[config.mk]
export PLATFORM = sky130hd
export DESIGN_NAME = inv_shift_rows_unit
export DESIGN_NICKNAME = d
export VERILOG_FILES = /design/src/rtl/inv_shift_rows_unit.sv
export SDC_FILE = /design/constraint.sdc
export NUM_CORES = 1
export LEC_CHECK = 0
export BUFFER_PORTS_ARGS = -buffer_cell sky130_fd_sc_hd__buf_2
export CAP_MARGIN = 20
export CORE_UTILIZATION = 52
export CTS_CLUSTER_DIAMETER = 40
export DETAILED_ROUTE_END_ITERATION = 8
export PLACE_DENSITY = 0.81
export SYNTH_ARGS = -nofsm -noshare
export SYNTH_HDL_FRONTEND = slang
export SYNTH_SLANG_ARGS = --single-unit
[constraint.sdc]
create_clock -name clk -period 3.5 [get_ports clk]
set_clock_uncertainty 0.15 [all_clocks]
set_input_delay 0.35 -clock clk [delete_from_list [all_inputs] [get_ports clk]]
set_output_delay 0.35 -clock clk [all_outputs]
set_load 0.005 [all_outputs]
[src/rtl/inv_shift_rows_unit.sv]
// AES (Inv)ShiftRows unit with valid/ready handshake; rows rotated serially or in one cycle.
// Optional forward-rotation select is compiled in with `define SHIFT_ROWS_FWD_EN.
module inv_shift_rows_unit #(
    parameter int unsigned SINGLE_CYCLE = 0
) (
    input  logic         clk,
    input  logic         resetN,
    input  logic         flush,
    input  logic         inValid,
    output logic         inReady,
    input  logic [127:0] inState,
`ifdef SHIFT_ROWS_FWD_EN
    input  logic         fwdSel,
`endif
    output logic         outValid,
    input  logic         outReady,
    output logic [127:0] outState
);

    typedef enum logic [1:0] {IDLE, BUSY, DONE} state_t;

    state_t       state_q, state_d;
    logic [1:0]   row_cnt_q, row_cnt_d;
    logic [127:0] work_q, work_d;
    logic         live_q, live_d;
    logic         fwd_op;

`ifdef SHIFT_ROWS_FWD_EN
    logic fwd_q, fwd_d;
    assign fwd_op = fwd_q;
`else
    assign fwd_op = 1'b0;
`endif

    // Rotate row r of a column-major state: right by r bytes, or left when fwd is set.
    function automatic logic [127:0] rot_row(input logic [127:0] s, input int unsigned r,
                                             input logic fwd);
        logic [127:0] o;
        o = s;
        for (int unsigned c = 0; c < 4; c++) begin
            int unsigned src;
            src = fwd ? ((c + r) % 4) : ((c + 4 - r) % 4);
            o[127 - 8*(4*c + r) -: 8] = s[127 - 8*(4*src + r) -: 8];
        end
        return o;
    endfunction

    always_comb begin
        state_d   = state_q;
        row_cnt_d = row_cnt_q;
        work_d    = work_q;
        live_d    = 1'b1;
`ifdef SHIFT_ROWS_FWD_EN
        fwd_d     = fwd_q;
`endif
        if (flush) begin
            state_d   = IDLE;
            row_cnt_d = '0;
        end else begin
            case (state_q)
                IDLE: begin
                    if (inValid && inReady) begin
                        work_d    = inState;
                        row_cnt_d = 2'd1;
                        state_d   = BUSY;
`ifdef SHIFT_ROWS_FWD_EN
                        fwd_d     = fwdSel;
`endif
                    end
                end
                BUSY: begin
                    if (SINGLE_CYCLE != 0) begin
                        work_d    = rot_row(rot_row(rot_row(work_q, 1, fwd_op), 2, fwd_op),
                                            3, fwd_op);
                        row_cnt_d = '0;
                        state_d   = DONE;
                    end else begin
                        // row_cnt wraps 3 -> 0 as the last row completes
                        work_d    = rot_row(work_q, 32'(row_cnt_q), fwd_op);
                        row_cnt_d = row_cnt_q + 2'd1;
                        if (row_cnt_q == 2'd3) state_d = DONE;
                    end
                end
                DONE: begin
                    if (outReady) state_d = IDLE;
                end
                default: state_d = IDLE;
            endcase
        end
    end

    always_ff @(posedge clk or negedge resetN) begin
        if (!resetN) begin
            state_q   <= IDLE;
            row_cnt_q <= '0;
            work_q    <= '0;
            live_q    <= 1'b0;
`ifdef SHIFT_ROWS_FWD_EN
            fwd_q     <= 1'b0;
`endif
        end else begin
            state_q   <= state_d;
            row_cnt_q <= row_cnt_d;
            work_q    <= work_d;
            live_q    <= live_d;
`ifdef SHIFT_ROWS_FWD_EN
            fwd_q     <= fwd_d;
`endif
        end
    end

    // live_q holds inReady low until the first edge after reset release
    assign inReady  = live_q && (state_q == IDLE);
    assign outValid = (state_q == DONE);
    assign outState = work_q;

endmodule
==> flow_metrics.tcl, run 1 <==
set metrics [dict create \
    ys_top_cells_by_area "dfrtp_1 39%, o221ai_2 14%, o2111ai_1 13%" \
    coreArea_mm2 0.0159 \
    reg2reg_from "state_q[0]$_DFFE_PN0P_" \
    r2r_slack_ns 0.67 \
    drt_pass1_iterations 6 \
    path_max_fanout 38 \
    setup_viol 0 \
    period_needed_ns 2.83 \
    setup_ws_ns 0.669 \
    peakVddDrop_uv 404 \
    synth_warnings 0 \
    max_freq_ghz 0.353 \
    grt_usage 0.398 \
    power_density_mw_per_mm2 612 \
    ioPinCount 263 \
    seq_area_mm2 0.00333 \
    synthCells 720 \
    crit_required_ns 3.59 \
    end_kind "flop" \
    fillers 1232 \
    wl_per_cell_um 28.2 \
    rsz0062_at_grt "false" \
    dp_hpwl_um 23300 \
    fin_util 0.658 \
    worstPathArrival_ns 2.92 \
    yosys.area.top_type "dfrtp_1" \
    ant_nets 0 \
    drt-total-wl_um 32800 \
    path_class "reg2reg" \
    synth-async-reset-ratio 1.00 \
    clockRootBuffer "clkbuf_16" \
    synth_most_common_cell "dfrtp_1" \
    syn_area_mm2 0.00851 \
    whs_path_depth 3 \
    grt_overflow 0 \
    crit_chain "and3b_4 -> buf_4 -> o21a_1 -> buf_4 -> o221ai_1" \
    antenna_found_initial 2 \
    critPathSlowestCell "and3b_4" \
    p_sw_mw 2.30 \
    cap_violations 0 \
    synth_top_area_frac 0.391 \
    timing.hold.ws_ns 0.0501 \
    hold_start "inState[10]" \
    syn_area_per_cell_um2 11.8 \
    port_buffers 262 \
    slew_headroom 0.473 \
    combPwrFrac 0.347 \
    tightest_slew_ns 0.790 \
    drc_errors 0 \
    die_y_um 130 \
    gp_congestion 0.952 \
    pre_cts_slack_ns 0.801 \
    multi_input_area_mm2 0.00417 \
    cts.sinks 133 \
    hold_viol_final 0 \
    placementRows 46 \
    clkPwrFrac 0.309 \
    grt_max_degree 71 \
    rr_endpoint "outState[73]$_DFFE_PN0P_" \
    ys_seq_elements 133 \
    via_per_inst 7.11 \
    vias 8287 \
    p_total_mw 6.42 \
    drive_above_1_share 0.468 \
    seq_area_frac_synth 0.391 \
    h-tree-depth 4 \
    clk_pin_slew_worst_paths_ns 0.06 \
    holdPathEnd "outState[10]$_DFFE_PN0P_" \
    power.internal_mw 4.12 \
    startpoint_type "flop" \
    swShare 0.358 \
    die_area_mm2 0.0169 \
    nets 1073 \
    area_growth_pct 23.3 \
    clk_latency_ns 0.43 \
    hp-class "in2reg" \
    synth_top_cells_by_count "133 x dfrtp_1, 130 x inv_1, 128 x o2111ai_1, 80 x o221ai_2, 48 x o221ai_1" \
    cts_buffer_depth 2 \
    status "complete, no violations" \
    finalCritPeriodShare 0.809 \
    numCtsBuffers 17 \
    cts_tree "yes" \
    synth_edf_count 0 \
    grt_pass1_wl_um 48400 \
    syn_nets 857 \
    power_leakage_nw 4.52 \
    drv_slew 0 \
    die_w_um 130 \
    yosys_most_used_dff "dfrtp_1" \
    worstRegToRegCells 5 \
    cpMostUsedCell "buf_4" \
    start_util 0.534 \
    pwr-share-seq 0.345 \
    yosys.cell_types.count 33 \
    cp_slowest_stage_delay_ns 0.78 \
    cts-resized-gates 0 \
    drt-initial-drc-count 1302 \
    final.setup.tns_ns 0 \
    first_global_vias 7933 \
]
[sequential cells by signal (all words and copies together) (netlist names)]
name       cells
state_q        2
row_cnt_q      2
outState     128
live_q         1
[stage by stage]
stage,instance area [um^2],instances
final,10500,1166
after detailed placement,9830,1132
after global routing,10500,1165
after global placement,9800,1131
after floorplan,8510,720
after CTS,10500,1165
[how the worst max path moves through the flow]
stage                                   startpoint                  endpoint  slack (ns)  cells past startpoint
after detailed placement    state_q[0]$_DFFE_PN0P_  outState[85]$_DFFE_PN0P_        0.80                      5
after CTS                 row_cnt_q[0]$_DFFE_PN0P_  outState[89]$_DFFE_PN0P_        0.78                      6
after floorplan           row_cnt_q[1]$_DFFE_PN0P_  outState[48]$_DFFE_PN0P_        1.01                      9
after global routing      row_cnt_q[1]$_DFFE_PN0P_   outState[3]$_DFFE_PN0P_        0.57                      7
after global placement      state_q[0]$_DFFE_PN0P_  outState[65]$_DFFE_PN0P_        0.83                      3
final                       state_q[0]$_DFFE_PN0P_  outState[73]$_DFFE_PN0P_        0.67                      5
[cell usage in the layout, fill, tap and decap left out, types with 5 or more instances in the layout]
| cell | instances |
|---|---|
| o221ai_2 | 80 |
| o221ai_1 | 48 |
| dfrtp_1 | 132 |
| mux2i_1 | 32 |
| clkbuf_16 | 17 |
| buf_2 | 261 |
| o2111ai_1 | 128 |
| buf_4 | 28 |
| inv_1 | 130 |
| clkbuf_8 | 5 |
| and2_1 | 6 |
| mux4_2 | 32 |
[per-layer routing]
metal,up-vias,part of all wire,GRT usage,wire length [um]
met2,783,0.45,0.599,14700
met5,-,0,0,0
met3,131,0.14,0.137,4740
met4,0,0.048,0.202,1560
li1,3362,-,-,-
met1,4011,0.36,0.512,11800
[cell families (layout without fill, tap and decap cells)]
logic type,count (synthesis),after routing,share of synthesized area
AO/OA/AOI/OAI,270,270,0.339
buffers and inverters,227,456,0.123
flip-flops,133,133,0.391
multiplexers,64,64,0.122
AND/OR/NAND/NOR,21,21,0.0182
adder cells (fa/ha/maj),4,4,0.00588
other,1,2,0.000441
[final cells by class]
cell class | count | share of cell area
multi-input cells | 360 | 0.398
well taps | 216 | 0.0258
clock buffers | 24 | 0.0478
inverters | 132 | 0.0472
repair buffers | 292 | 0.150
flip-flops and latches | 133 | 0.317
clock inverters | 8 | 0.0137
diodes | 1 | 0.000239
[power groups by stage]
stage	sequential, mW	clock [mW]	combinational [mW]
final	2.21	1.98	2.23
after global routing	2.23	2.04	2.34
after CTS	2.20	1.97	2.17
after detailed placement	2.22	0	2.15
after global placement	2.21	0	2.11
after floorplan	2.16	0	1.21
[worst max-delay path: cells and delay by family, from the launching register on]
family / cells / cell delay, ns
compound gates: 2 / 0.40
flops: 1 / 0.54
buf+inv: 2 / 0.75
simple gates: 1 / 0.78
[repair_timing]
action,CTS,global route
setup buffers,0,0
endpoints found under the hold margin,34,0
hold buffers,1,0
No activity file was read; power rests on OpenSTA's default activity.
==> inputs of run 2 (changes only) <==
--- a/config.mk
+++ b/config.mk
@@ -7,10 +7,10 @@
 export LEC_CHECK = 0
 export BUFFER_PORTS_ARGS = -buffer_cell sky130_fd_sc_hd__buf_2
 export CAP_MARGIN = 20
-export CORE_UTILIZATION = 52
+export CORE_UTILIZATION = 47
 export CTS_CLUSTER_DIAMETER = 40
 export DETAILED_ROUTE_END_ITERATION = 8
-export PLACE_DENSITY = 0.81
+export PLACE_DENSITY = 0.77
 export SYNTH_ARGS = -nofsm -noshare
 export SYNTH_HDL_FRONTEND = slang
 export SYNTH_SLANG_ARGS = --single-unit
==> constraint.sdc (replaced) <==
create_clock -name clk -period 2.5 [get_ports clk]
set_clock_uncertainty 0.15 [all_clocks]
set_input_delay 0.25 -clock clk [delete_from_list [all_inputs] [get_ports clk]]
set_output_delay 0.25 -clock clk [all_outputs]
set_load 0.005 [all_outputs]
==> run 2 against run 1 <==
Largest power group unchanged. Global-route usage down 1.4 points. Non-clock buffer count up 97. Die area increased by 10%.
==> flow_metrics.tcl, run 2 (synthesis gave the netlist of run 1 again) <==
set metrics [dict create \
    drt-initial-drc-count 1224 \
    worstRegToRegCells 6 \
    power_density_mw_per_mm2 803 \
    fillers 1282 \
    h-tree-depth 4 \
    grt_usage 0.384 \
    finalCritPeriodShare 0.938 \
    dp_hpwl_um 24700 \
    rr_endpoint "outState[116]$_DFFE_PN0P_" \
    drc_errors 0 \
    end_kind "flop" \
    startpoint_type "flop" \
    numCtsBuffers 17 \
    grt_pass1_wl_um 52000 \
    critical_path.endpoint "outState[116]$_DFFE_PN0P_" \
    period_needed_ns 2.35 \
    tightest_slew_ns 0.716 \
    ioPinCount 263 \
    reg2reg_from "row_cnt_q[1]$_DFFE_PN0P_" \
    cap_violations 0 \
    path_max_fanout 21 \
    rsz0062_at_grt "false" \
    drive_above_1_share 0.441 \
    drt_pass1_iterations 7 \
    seq_area_mm2 0.00333 \
    first_global_vias 8548 \
    nets 1170 \
    gp_congestion 0.971 \
    die_w_um 137 \
    largest_register_ffs 128 \
    setup_viol 0 \
    drt-total-wl_um 35100 \
    placementRows 48 \
    wl_per_cell_um 27.7 \
    die_area_mm2 0.0186 \
    antenna_cells_inserted 0 \
    max_freq_ghz 0.426 \
    vias 8784 \
    r2r_slack_ns 0.15 \
    via_per_inst 6.91 \
    cts_buffer_depth 2 \
    power_leakage_nw 4.97 \
    cts-resized-gates 0 \
    final_common_cell "buf_2" \
    clockRootBuffer "clkbuf_16" \
    area_growth_pct 35.6 \
    clk_pin_slew_worst_paths_ns 0.06 \
    grt_max_degree 64 \
    setup_ws_ns 0.154 \
    start_util 0.487 \
    worstPathArrival_ns 2.49 \
    multi_input_area_mm2 0.00417 \
    status "complete, no violations" \
    hold_buffers 83 \
    final.setup.tns_ns 0 \
    layout_common_cells "261 x buf_2, 132 x dfrtp_1, 130 x inv_1, 128 x o2111ai_1, 83 x dlygate4sd3_1" \
    clk_latency_ns 0.43 \
    coreArea_mm2 0.0175 \
    hp-class "in2reg" \
    hold_viol_final 0 \
    crit_start "row_cnt_q[1]$_DFFE_PN0P_" \
    crit_required_ns 2.64 \
    ant_nets 0 \
    peakVddDrop_uv 599 \
    port_buffers 262 \
    grt_overflow 0 \
    path_class "reg2reg" \
    cts.sinks 133 \
    post_cts_buffers 0 \
    slew_headroom 0.522 \
    cts_tree "yes" \
    antenna_found_initial 0 \
    drv_slew 0 \
    fin_util 0.660 \
    die_y_um 137 \
    pre_cts_slack_ns 0.247 \
]
[run 2: cell types whose count changed in the layout (fill, tap and decap cells not counted), moves of 2 or more]
cell | before | now
dlygate4sd3_1 | 1 | 83
buf_12 | 1 | 9
buf_4 | 28 | 36
clkinvlp_4 | 0 | 3
clkbuf_1 | 2 | 0
clkinv_2 | 3 | 1
[run 2: area by class of cell]
| type | instances | share of cell area |
|---|---|---|
| inverters | 132 | 0.0429 |
| well taps | 225 | 0.0244 |
| flip-flops and latches | 133 | 0.288 |
| clock inverters | 11 | 0.0169 |
| repair buffers | 389 | 0.224 |
| multi-input cells | 360 | 0.361 |
| clock buffers | 21 | 0.0416 |
[run 2: worst min-delay path by stage]
stage,start,endpoint,slack (ns),cells past startpoint
finish,inState[44],outState[44]$_DFFE_PN0P_,0.005,3
global route,inState[57],outState[57]$_DFFE_PN0P_,0.006,3
CTS,inState[82],outState[82]$_DFFE_PN0P_,0.001,3
detailed placement,resetN,outState[44]$_DFFE_PN0P_,0.14,1
global placement,resetN,outState[45]$_DFFE_PN0P_,0.14,1
floorplan,resetN,live_q$_DFF_PN0_,-0.20,0
[run 2: worst max-delay path, stage by stage (launching register included)]
cell      delay, ns
dfrtp_2        0.41
inv_2          0.21
ha_1           0.21
and2_1         0.60
o21a_1         0.26
buf_12         0.22
o221ai_1       0.13
[run 2: power by group]
part	total (mW)	switching (mW)	internal, mW
clock	2.87	0.989	1.88
sequential	3.10	0.451	2.65
combinational	3.30	1.86	1.43
[run 2: routing by layer]
metal,global-route usage,up-vias,wire length (um)
met1,0.497,4291,12700
met5,0,-,0
met3,0.113,162,4580
li1,-,3552,-
met4,0.228,0,1990
met2,0.569,779,15900
[run 2: stage by stage]
step | instances | power [mW] | area, um^2 | hold WS [ns]
2_1_floorplan | 720 | 4.71 | 8510 | -0.196
3_3_place_gp | 1156 | 6.11 | 10000 | 0.145
3_5_place_dp | 1156 | 6.18 | 10000 | 0.144
4_1_cts | 1271 | 9.14 | 11500 | 0.000967
5_1_grt | 1271 | 9.53 | 11500 | 0.00595
6_report | 1271 | 9.26 | 11500 | 0.00483
